==> config.mk <==
export PLATFORM = sky130hd
export DESIGN_NAME = rgbw_frame_sender
export DESIGN_NICKNAME = d
export VERILOG_FILES = /design/src/rtl/rgbw_frame_sender.sv
export SDC_FILE = /design/constraint.sdc
export NUM_CORES = 1
export LEC_CHECK = 0
export CAP_MARGIN = 0
export CORE_MARGIN = 1
export CORE_UTILIZATION = 53
export DETAILED_ROUTE_END_ITERATION = 8
export GPL_ROUTABILITY_DRIVEN = 0
export PLACE_DENSITY = 0.79
export SLEW_MARGIN = 20
export SYNTH_ARGS = -nofsm -noshare
export SYNTH_HDL_FRONTEND = slang
export SYNTH_SLANG_ARGS = --single-unit
==> constraint.sdc <==
create_clock -name clk -period 2.8 [get_ports clk]
set_clock_uncertainty 0.15 [all_clocks]
set_input_delay 0.28 -clock clk [delete_from_list [all_inputs] [get_ports clk]]
set_output_delay 0.28 -clock clk [all_outputs]
set_load 0.005 [all_outputs]
==> src/rtl/rgbw_frame_sender.sv <==
// rgbw_frame_sender: SPI-master (mode 0, MSB first) transmitter for the RGBW lamp link.
// On start (sampled only when idle) snapshots the seven parameter bytes, prefixes SYNC_BYTE,
// and shifts out one 8-byte frame with cs_n held low throughout. sclk idles low between
// bytes for GAP_CYCLES so the slave can recover.
// Ports:
//   clk        system clock, rising edge
//   reset      synchronous, active-low
//   start      request one frame
//   lint, color_idx, red, green, blue, white, mode   frame bytes 1..7
//   busy       high from the cycle after start is accepted until the done cycle (exclusive)
//   done       one-cycle pulse at frame end
//   spi_sclk, spi_mosi, spi_cs_n   registered SPI outputs
module rgbw_frame_sender #(
  parameter int unsigned CLK_DIV    = 4,
  parameter int unsigned GAP_CYCLES = 8,
  parameter logic [7:0]  SYNC_BYTE  = 8'h55
) (
  input  logic       clk,
  input  logic       reset,
  input  logic       start,
  input  logic [7:0] lint,
  input  logic [7:0] color_idx,
  input  logic [7:0] red,
  input  logic [7:0] green,
  input  logic [7:0] blue,
  input  logic [7:0] white,
  input  logic [7:0] mode,
  output logic       busy,
  output logic       done,
  output logic       spi_sclk,
  output logic       spi_mosi,
  output logic       spi_cs_n
);

  localparam logic [7:0] DivLast = 8'(CLK_DIV - 1);
  localparam logic [7:0] GapLast = 8'(GAP_CYCLES - 1);

  typedef enum logic [2:0] {StIdle, StSetup, StHigh, StLow, StGap, StHold} state_e;

  state_e      st_q, st_d;
  logic [7:0]  cnt_q, cnt_d;
  logic [2:0]  bit_q, bit_d;
  logic [2:0]  byte_q, byte_d;
  logic [63:0] frame_q, frame_d;
  logic        sclk_q, sclk_d;
  logic        mosi_q, mosi_d;
  logic        cs_n_q, cs_n_d;
  logic        busy_q, busy_d;
  logic        done_q, done_d;

  // {byte, bit} forms a 6-bit stream position; frame bit 63 goes out first, so the
  // vector position of stream index i is ~i.
  logic [5:0]  idx_n;
  logic [5:0]  pos_n;

  always_ff @(posedge clk) begin
    if (!reset) begin
      st_q    <= StIdle;
      cnt_q   <= '0;
      bit_q   <= '0;
      byte_q  <= '0;
      frame_q <= '0;
      sclk_q  <= 1'b0;
      mosi_q  <= 1'b0;
      cs_n_q  <= 1'b1;
      busy_q  <= 1'b0;
      done_q  <= 1'b0;
    end else begin
      st_q    <= st_d;
      cnt_q   <= cnt_d;
      bit_q   <= bit_d;
      byte_q  <= byte_d;
      frame_q <= frame_d;
      sclk_q  <= sclk_d;
      mosi_q  <= mosi_d;
      cs_n_q  <= cs_n_d;
      busy_q  <= busy_d;
      done_q  <= done_d;
    end
  end

  always_comb begin
    st_d    = st_q;
    cnt_d   = cnt_q;
    bit_d   = bit_q;
    byte_d  = byte_q;
    frame_d = frame_q;
    sclk_d  = sclk_q;
    mosi_d  = mosi_q;
    cs_n_d  = cs_n_q;
    busy_d  = busy_q;
    done_d  = 1'b0;
    idx_n   = {byte_q, bit_q} + 6'd1;
    pos_n   = ~idx_n;

    unique case (st_q)
      StIdle: begin
        busy_d = 1'b0;
        cs_n_d = 1'b1;
        sclk_d = 1'b0;
        mosi_d = 1'b0;
        if (start) begin
          frame_d = {SYNC_BYTE, lint, color_idx, red, green, blue, white, mode};
          st_d    = StSetup;
          cnt_d   = '0;
          bit_d   = '0;
          byte_d  = '0;
          cs_n_d  = 1'b0;
          busy_d  = 1'b1;
          mosi_d  = SYNC_BYTE[7];
        end
      end
      StSetup: begin
        if (cnt_q == DivLast) begin
          st_d   = StHigh;
          cnt_d  = '0;
          sclk_d = 1'b1;
        end else begin
          cnt_d = cnt_q + 8'd1;
        end
      end
      StHigh: begin
        if (cnt_q == DivLast) begin
          cnt_d            = '0;
          sclk_d           = 1'b0;
          {byte_d, bit_d}  = idx_n;  // bit index wraps 7->0 as the byte index advances
          if (bit_q != 3'd7) begin
            st_d   = StLow;
            mosi_d = frame_q[pos_n];
          end else if (byte_q != 3'd7) begin
            st_d   = StGap;
            mosi_d = frame_q[pos_n];
          end else begin
            st_d   = StHold;
            mosi_d = 1'b0;
          end
        end else begin
          cnt_d = cnt_q + 8'd1;
        end
      end
      StLow: begin
        if (cnt_q == DivLast) begin
          st_d   = StHigh;
          cnt_d  = '0;
          sclk_d = 1'b1;
        end else begin
          cnt_d = cnt_q + 8'd1;
        end
      end
      StGap: begin
        if (cnt_q == GapLast) begin
          st_d   = StHigh;
          cnt_d  = '0;
          sclk_d = 1'b1;
        end else begin
          cnt_d = cnt_q + 8'd1;
        end
      end
      StHold: begin
        if (cnt_q == DivLast) begin
          st_d   = StIdle;
          cnt_d  = '0;
          cs_n_d = 1'b1;
          busy_d = 1'b0;
          done_d = 1'b1;
        end else begin
          cnt_d = cnt_q + 8'd1;
        end
      end
      default: st_d = StIdle;
    endcase
  end

  assign busy     = busy_q;
  assign done     = done_q;
  assign spi_sclk = sclk_q;
  assign spi_mosi = mosi_q;
  assign spi_cs_n = cs_n_q;

endmodule

==> results of run 1 <==
## flip-flops by register name, summed over array words and instances, names as in the netlist
name,count
frame_q,57
cnt_q,8
bit_q,3
byte_q,3
st_q,3
busy,1
done,1
spi_cs_n,1
spi_mosi,1
spi_sclk,1
## cell usage in the layout (no fill, tap or decap), types with 3 or more instances in the layout
master / n
a211oi_1: 3
a21oi_1: 63
a221oi_1: 5
a31oi_1: 4
and2_1: 4
buf_4: 9
clkbuf_8: 11
clkdlybuf4s50_1: 63
dfxtp_1: 79
ha_1: 3
inv_1: 4
mux2_2: 8
mux2i_1: 16
mux4_1: 4
mux4_2: 3
nand2_1: 125
nand2b_1: 6
nand3_1: 8
nand4_1: 6
nor2_1: 29
nor2b_1: 6
o21ai_0: 6
o22ai_1: 6
or2_2: 3
xor2_1: 6
## how the worst max path moves through the flow
stage               cells past startpoint       end  slack [ns]
floorplan                               7  spi_mosi        0.61
global placement                        6  spi_mosi        0.52
detailed placement                      6  spi_mosi        0.46
CTS                                     6  spi_mosi        0.44
global route                            6  spi_mosi        0.30
finish                                  6  spi_mosi        0.43
## layout make-up
cell class	instances	share of cell area [%]
Inverter	5	0.4089
Tap cell	96	2.617
Multi-Input combinational cell	342	43.51
Clock inverter	3	0.4089
Clock buffer	12	3.381
Timing Repair Buffer	72	15.21
Sequential cell	79	34.46
## power by group
group / leakage, nW / internal, mW / switching (mW) / total (mW)
registers: 0.647 / 1.18 / 0.0347 / 1.22
logic: 0.938 / 0.159 / 0.145 / 0.304
clock network: 0.0922 / 0.365 / 0.394 / 0.759
## stage by stage
step	power, mW	setup slack, ns	cell area, µm²	utilization, %
final	2.281	0.4291	4589	67.55
after global routing	2.380	0.2973	4589	67.55
after CTS	2.293	0.4393	4589	67.55
after detailed placement	1.548	0.4580	4415	64.99
after global placement	1.539	0.5247	4415	64.99
after floorplan	1.416	0.6135	3737	-
## worst max-delay path: stages, from the launching register on
cell      delay, ns
dfxtp_1        0.36
ha_1           0.31
buf_4          0.33
mux4_1         0.36
mux4_2         0.48
o211ai_2       0.15
o211ai_1       0.10
## layer usage
layer | global-route usage (%) | up-vias | routed length (µm)
met1 | 30.11 | 1494 | 3799
met2 | 38.17 | 103 | 3852
met3 | 5.197 | 13 | 463
met5 | 0 | - | 0
li1 | - | 1679 | -
met4 | 8.636 | 0 | 119
## logic make-up after synthesis
logic type / count (synthesis) / synth area share (%)
xor gates and xnor gates: 8 / 1.875
adders and majority gates: 3 / 1.004
AOI/OAI and AO/OA: 101 / 15.87
muxes: 31 / 11.32
and+or+nand+nor: 199 / 23.17
DFF: 79 / 42.32
buffers and inverters: 38 / 4.452
==> impl_metrics.py, run 1 <==
metrics = {
    "run_status": {
        "status": "finished clean",
    },
    "detailed_routing": {
        "drtIter0Drc": 214,
        "vias": 3289,
        "first_pass_iters": 5,
        "wire_per_inst_um": 13.52,
        "drc": 0,
        "vias_per_cell": 5.401,
        "drt-total-wl_mm": 8.235,
        "ant_nets": 0,
    },
    "layout": {
        "multi_input_area_um2": 1997,
        "regArea_um2": 1582,
        "synthToLayoutAreaGrowth_pct": 22.80,
        "antennaDiodeCount": 0,
        "fin_cells": 609,
        "layout.nets": 571,
        "drive_above_1_share_pct": 8.187,
        "fill_cells": 592,
    },
    "global_route": {
        "antenna_found_initial": 0,
        "grt_pass1_wl_mm": 13.66,
        "grt_max_degree": 35,
        "overflow": 0,
        "grt_pass1_vias": 3083,
        "grt_usage_pct": 23.30,
    },
    "timing": {
        "relSlewSlack_pct": 60.46,
        "tns_ns": 0,
        "rsz0062_at_grt": "no",
        "finalHoldViolCount": 0,
        "holdWs_ns": 0.3059,
        "min_period_ns": 2.371,
        "finalSetupViolCount": 0,
        "fmax_mhz": 421.8,
        "post-route-period-util_pct": 84.67,
        "drv_slew": 0,
        "tightest_slew_ns": 0.5848,
    },
    "floorplan": {
        "coreArea_um2": 6794,
        "die-area_um2": 7392,
        "io-pin-count": 64,
        "num_rows": 30,
        "initial_core_util_pct": 55.01,
        "die_x_um": 85.98,
        "die_h_um": 85.98,
    },
    "clocking": {
        "clk_path_buf_depth": 2,
        "clk_latency_ns": 0.34,
        "cts_resized": 0,
        "post-cts-setup-buffers": 0,
        "clkTransAtPathRegs_ns": 0.07,
        "ctsHtreeMaxLevel": 3,
        "cts_root_buf": "clkbuf_8",
        "tritoncts": "done",
        "numCtsBuffers": 9,
        "holdBufCountCts": 0,
        "cts.sinks": 79,
    },
    "run": {
        "maxCapViolations": 0,
    },
    "critical_path": {
        "r2r_end": "spi_mosi",
        "crit_path_end_kind": "register",
        "cp.arrival_ns": 2.44,
        "critical_path_class": "register to register",
        "timing.rr.start": "bit_q[1]",
        "r2r_cells": 6,
        "critical_path.max_fanout": 22,
        "rrSetupSlack_ns": 0.43,
        "critical_path_required_ns": 2.87,
        "start_kind": "register",
        "cp-startpoint": "bit_q[1]",
    },
    "worst_hold_path": {
        "worst_hold_startpoint": "frame_q[43]",
        "min-delay-path-class": "register to register",
        "hold_end": "frame_q[43]",
        "hold_depth": 2,
    },
    "synthesis": {
        "synth_most_common_cell": "nand2_1",
        "synth-edff-count": 0,
        "synthCells": 459,
        "synth_top_cell_area_share_pct": 42.32,
        "yosys-top-cells-area": "dfxtp_1 42%, nand2_1 13%, a21oi_1 8.4%, mux2i_1 4.3%, nor2_1 3.0%",
        "yosysWarningCount": 0,
        "netlist_top_cells_count": "125 x nand2_1, 79 x dfxtp_1, 63 x a21oi_1, 30 x nor2_1, 18 x clkbuf_1",
        "syn_area_per_cell_um2": 8.142,
        "synth_area_leader_cell": "dfxtp_1",
        "ys_ff_latch": 79,
        "yosysSeqAreaShare_pct": 42.32,
        "ys.flop_type": "dfxtp_1",
        "synthArstFlopShare_pct": 0,
        "ys_types": 48,
        "synth_fp_nets": 521,
        "netlist_area_um2": 3737,
    },
    "power": {
        "p_per_area_nw_per_um2": 497.1,
        "vdd_drop_max_v": 0.0003231,
        "p_leak_nw": 1.677,
    },
    "place": {
        "dp_cells": 594,
        "io_buffers": 63,
        "hpwlAfterDp_mm": 5.743,
    },
}
(Power assumes the default switching activity.)
==> inputs of run 2 (changes only) <==
Clock period 2.8 ns to 2.3 ns, I/O delays scaled along.
==> impl_metrics.py, run 2 (synthesized netlist as in run 1, its figures left out) <==
metrics = {
    "layout": {
        "synthToLayoutAreaGrowth_pct": 25.44,
        "post-route-cell-area_um2": 4688,
        "layout_common_cells": "125 x nand2_1, 79 x dfxtp_1, 63 x a21oi_1, 63 x clkdlybuf4s50_1, 29 x nor2_1",
        "regArea_um2": 1582,
        "mostFrequentLayoutCell": "nand2_1",
        "multi_input_area_um2": 2006,
        "fill_cells": 569,
        "largest_reg_flops": 57,
        "layout.nets": 574,
        "top_register": "frame_q",
        "reg.largest.list": "frame_q x57, cnt_q x8",
        "drive_above_1_share_pct": 9.478,
        "antennaDiodeCount": 0,
    },
    "detailed_routing": {
        "drt-total-wl_mm": 8.354,
        "vias": 3353,
        "drtIter0Drc": 95,
        "vias_per_cell": 5.470,
        "ant_nets": 0,
        "drc": 0,
        "first_pass_iters": 5,
        "wire_per_inst_um": 13.63,
    },
    "timing": {
        "drv_slew": 0,
        "holdWs_ns": 0.2635,
        "fmax_mhz": 465.2,
        "min_period_ns": 2.150,
        "tightest_slew_ns": 0.5122,
        "post-route-period-util_pct": 93.46,
        "relSlewSlack_pct": 65.74,
        "tns_ns": 0,
        "finalHoldViolCount": 0,
        "finalSetupViolCount": 0,
    },
    "global_route": {
        "grt_pass1_vias": 3265,
        "antenna_found_initial": 0,
        "grt_pass1_wl_mm": 14.48,
        "grt_max_degree": 68,
        "grt_usage_pct": 24.69,
        "overflow": 0,
    },
    "floorplan": {
        "coreArea_um2": 6794,
        "io-pin-count": 64,
        "die_x_um": 85.98,
        "num_rows": 30,
        "die-area_um2": 7392,
        "die_h_um": 85.98,
        "initial_core_util_pct": 55.01,
    },
    "clocking": {
        "post-cts-setup-buffers": 0,
        "numCtsBuffers": 9,
        "clk_latency_ns": 0.36,
        "clkTransAtPathRegs_ns": 0.09,
        "cts.sinks": 79,
        "cts_root_buf": "clkbuf_8",
        "ctsHtreeMaxLevel": 3,
        "tritoncts": "done",
        "clk_path_buf_depth": 2,
    },
    "critical_path": {
        "cp-startpoint": "cnt_q[1]",
        "critical_path_class": "register to register",
        "cp.arrival_ns": 2.27,
        "critical_path_required_ns": 2.42,
        "critical_path.max_fanout": 6,
        "r2r_end": "spi_mosi",
        "rrSetupSlack_ns": 0.15,
        "r2r_cells": 6,
        "endpoint": "spi_mosi",
        "crit_path_end_kind": "register",
        "start_kind": "register",
        "timing.rr.start": "cnt_q[1]",
    },
    "place": {
        "postPlaceCellArea_um2": 4451,
        "hpwlAfterDp_mm": 5.941,
        "io_buffers": 63,
    },
    "worst_hold_path": {
        "min-delay-path-class": "input pin to register",
    },
    "run_status": {
        "status": "finished clean",
    },
    "power": {
        "p_leak_nw": 1.708,
        "p_per_area_nw_per_um2": 645.1,
        "vdd_drop_max_v": 0.0003108,
    },
    "run": {
        "maxCapViolations": 0,
    },
}
run 2: cell types whose count changed in the layout (fill, tap and decap cells not counted):
cell | previous run | this run
clkinv_2 | 2 | 0
clkinv_4 | 1 | 0
bufinv_16 | 0 | 2
clkinvlp_4 | 0 | 3
nor4b_1 | 1 | 0
buf_4 | 9 | 11
clkbuf_8 | 11 | 10
clkbuf_1 | 1 | 0
ha_1 | 3 | 2
inv_6 | 0 | 1
buf_12 | 0 | 1
ha_2 | 0 | 1
nor4b_2 | 0 | 1
run 2: layout make-up:
| type | instances | share of cell area [%] |
|---|---|---|
| well taps | 96 | 2.562 |
| flip-flops and latches | 79 | 33.73 |
| clock inverters | 6 | 1.948 |
| repair buffers | 75 | 15.64 |
| clock buffers | 10 | 2.936 |
| multi-input cells | 342 | 42.78 |
| inverters | 5 | 0.4003 |
run 2: stage by stage:
stage	instances	setup slack, ns	power (mW)	utilization, %
finish	613	0.1504	3.024	69.01
global route	613	-0.004041	3.153	69.01
CTS	613	0.1309	3.042	68.88
detailed placement	597	0.1534	1.895	65.51
global placement	597	0.2001	1.881	65.51
floorplan	459	0.1135	1.724	-
run 2: repair_timing:
action | 4_1_cts | 5_1_grt
setup endpoints to repair | 0 | 7
resized for setup | 0 | 2
hold buffers | 0 | 0
run 2: where the power goes:
group	leakage, nW	total, mW	internal, mW	switching, mW
Combinational	0.956	0.378	0.198	0.180
Sequential	0.647	1.49	1.44	0.0445
Clock	0.105	1.16	0.644	0.517
Total	1.71	3.02	2.28	0.741
run 2: worst max-delay path: stages (launching register included):
cell and delay [ns]:
dfxtp_1 0.38, ha_1 0.22, nor2b_1 0.28, nand3_1 0.28, nor4bb_1 0.50, o211ai_2 0.14, o211ai_1 0.12
run 2: how the worst min path moves through the flow:
stage,start,to,slack [ns],cells past startpoint
after global placement,frame_q[9],frame_q[9],0.29,2
final,green[4],frame_q[28],0.26,3
after CTS,green[4],frame_q[28],0.26,3
after detailed placement,frame_q[1],frame_q[1],0.30,2
after floorplan,reset,st_q[1],0.20,1
after global routing,mode[7],frame_q[7],0.27,3
run 2: per-layer routing:
| layer | part of all wire [%] | track usage, % | vias to the layer above | wire [µm] |
|---|---|---|---|---|
| met2 | 48 | 41.41 | 106 | 3976 |
| met4 | 1.6 | 9.242 | 0 | 135 |
| met1 | 46 | 31.43 | 1540 | 3808 |
| met5 | 0 | 0 | - | 0 |
| li1 | - | - | 1692 | - |
| met3 | 5.2 | 4.909 | 15 | 434 |
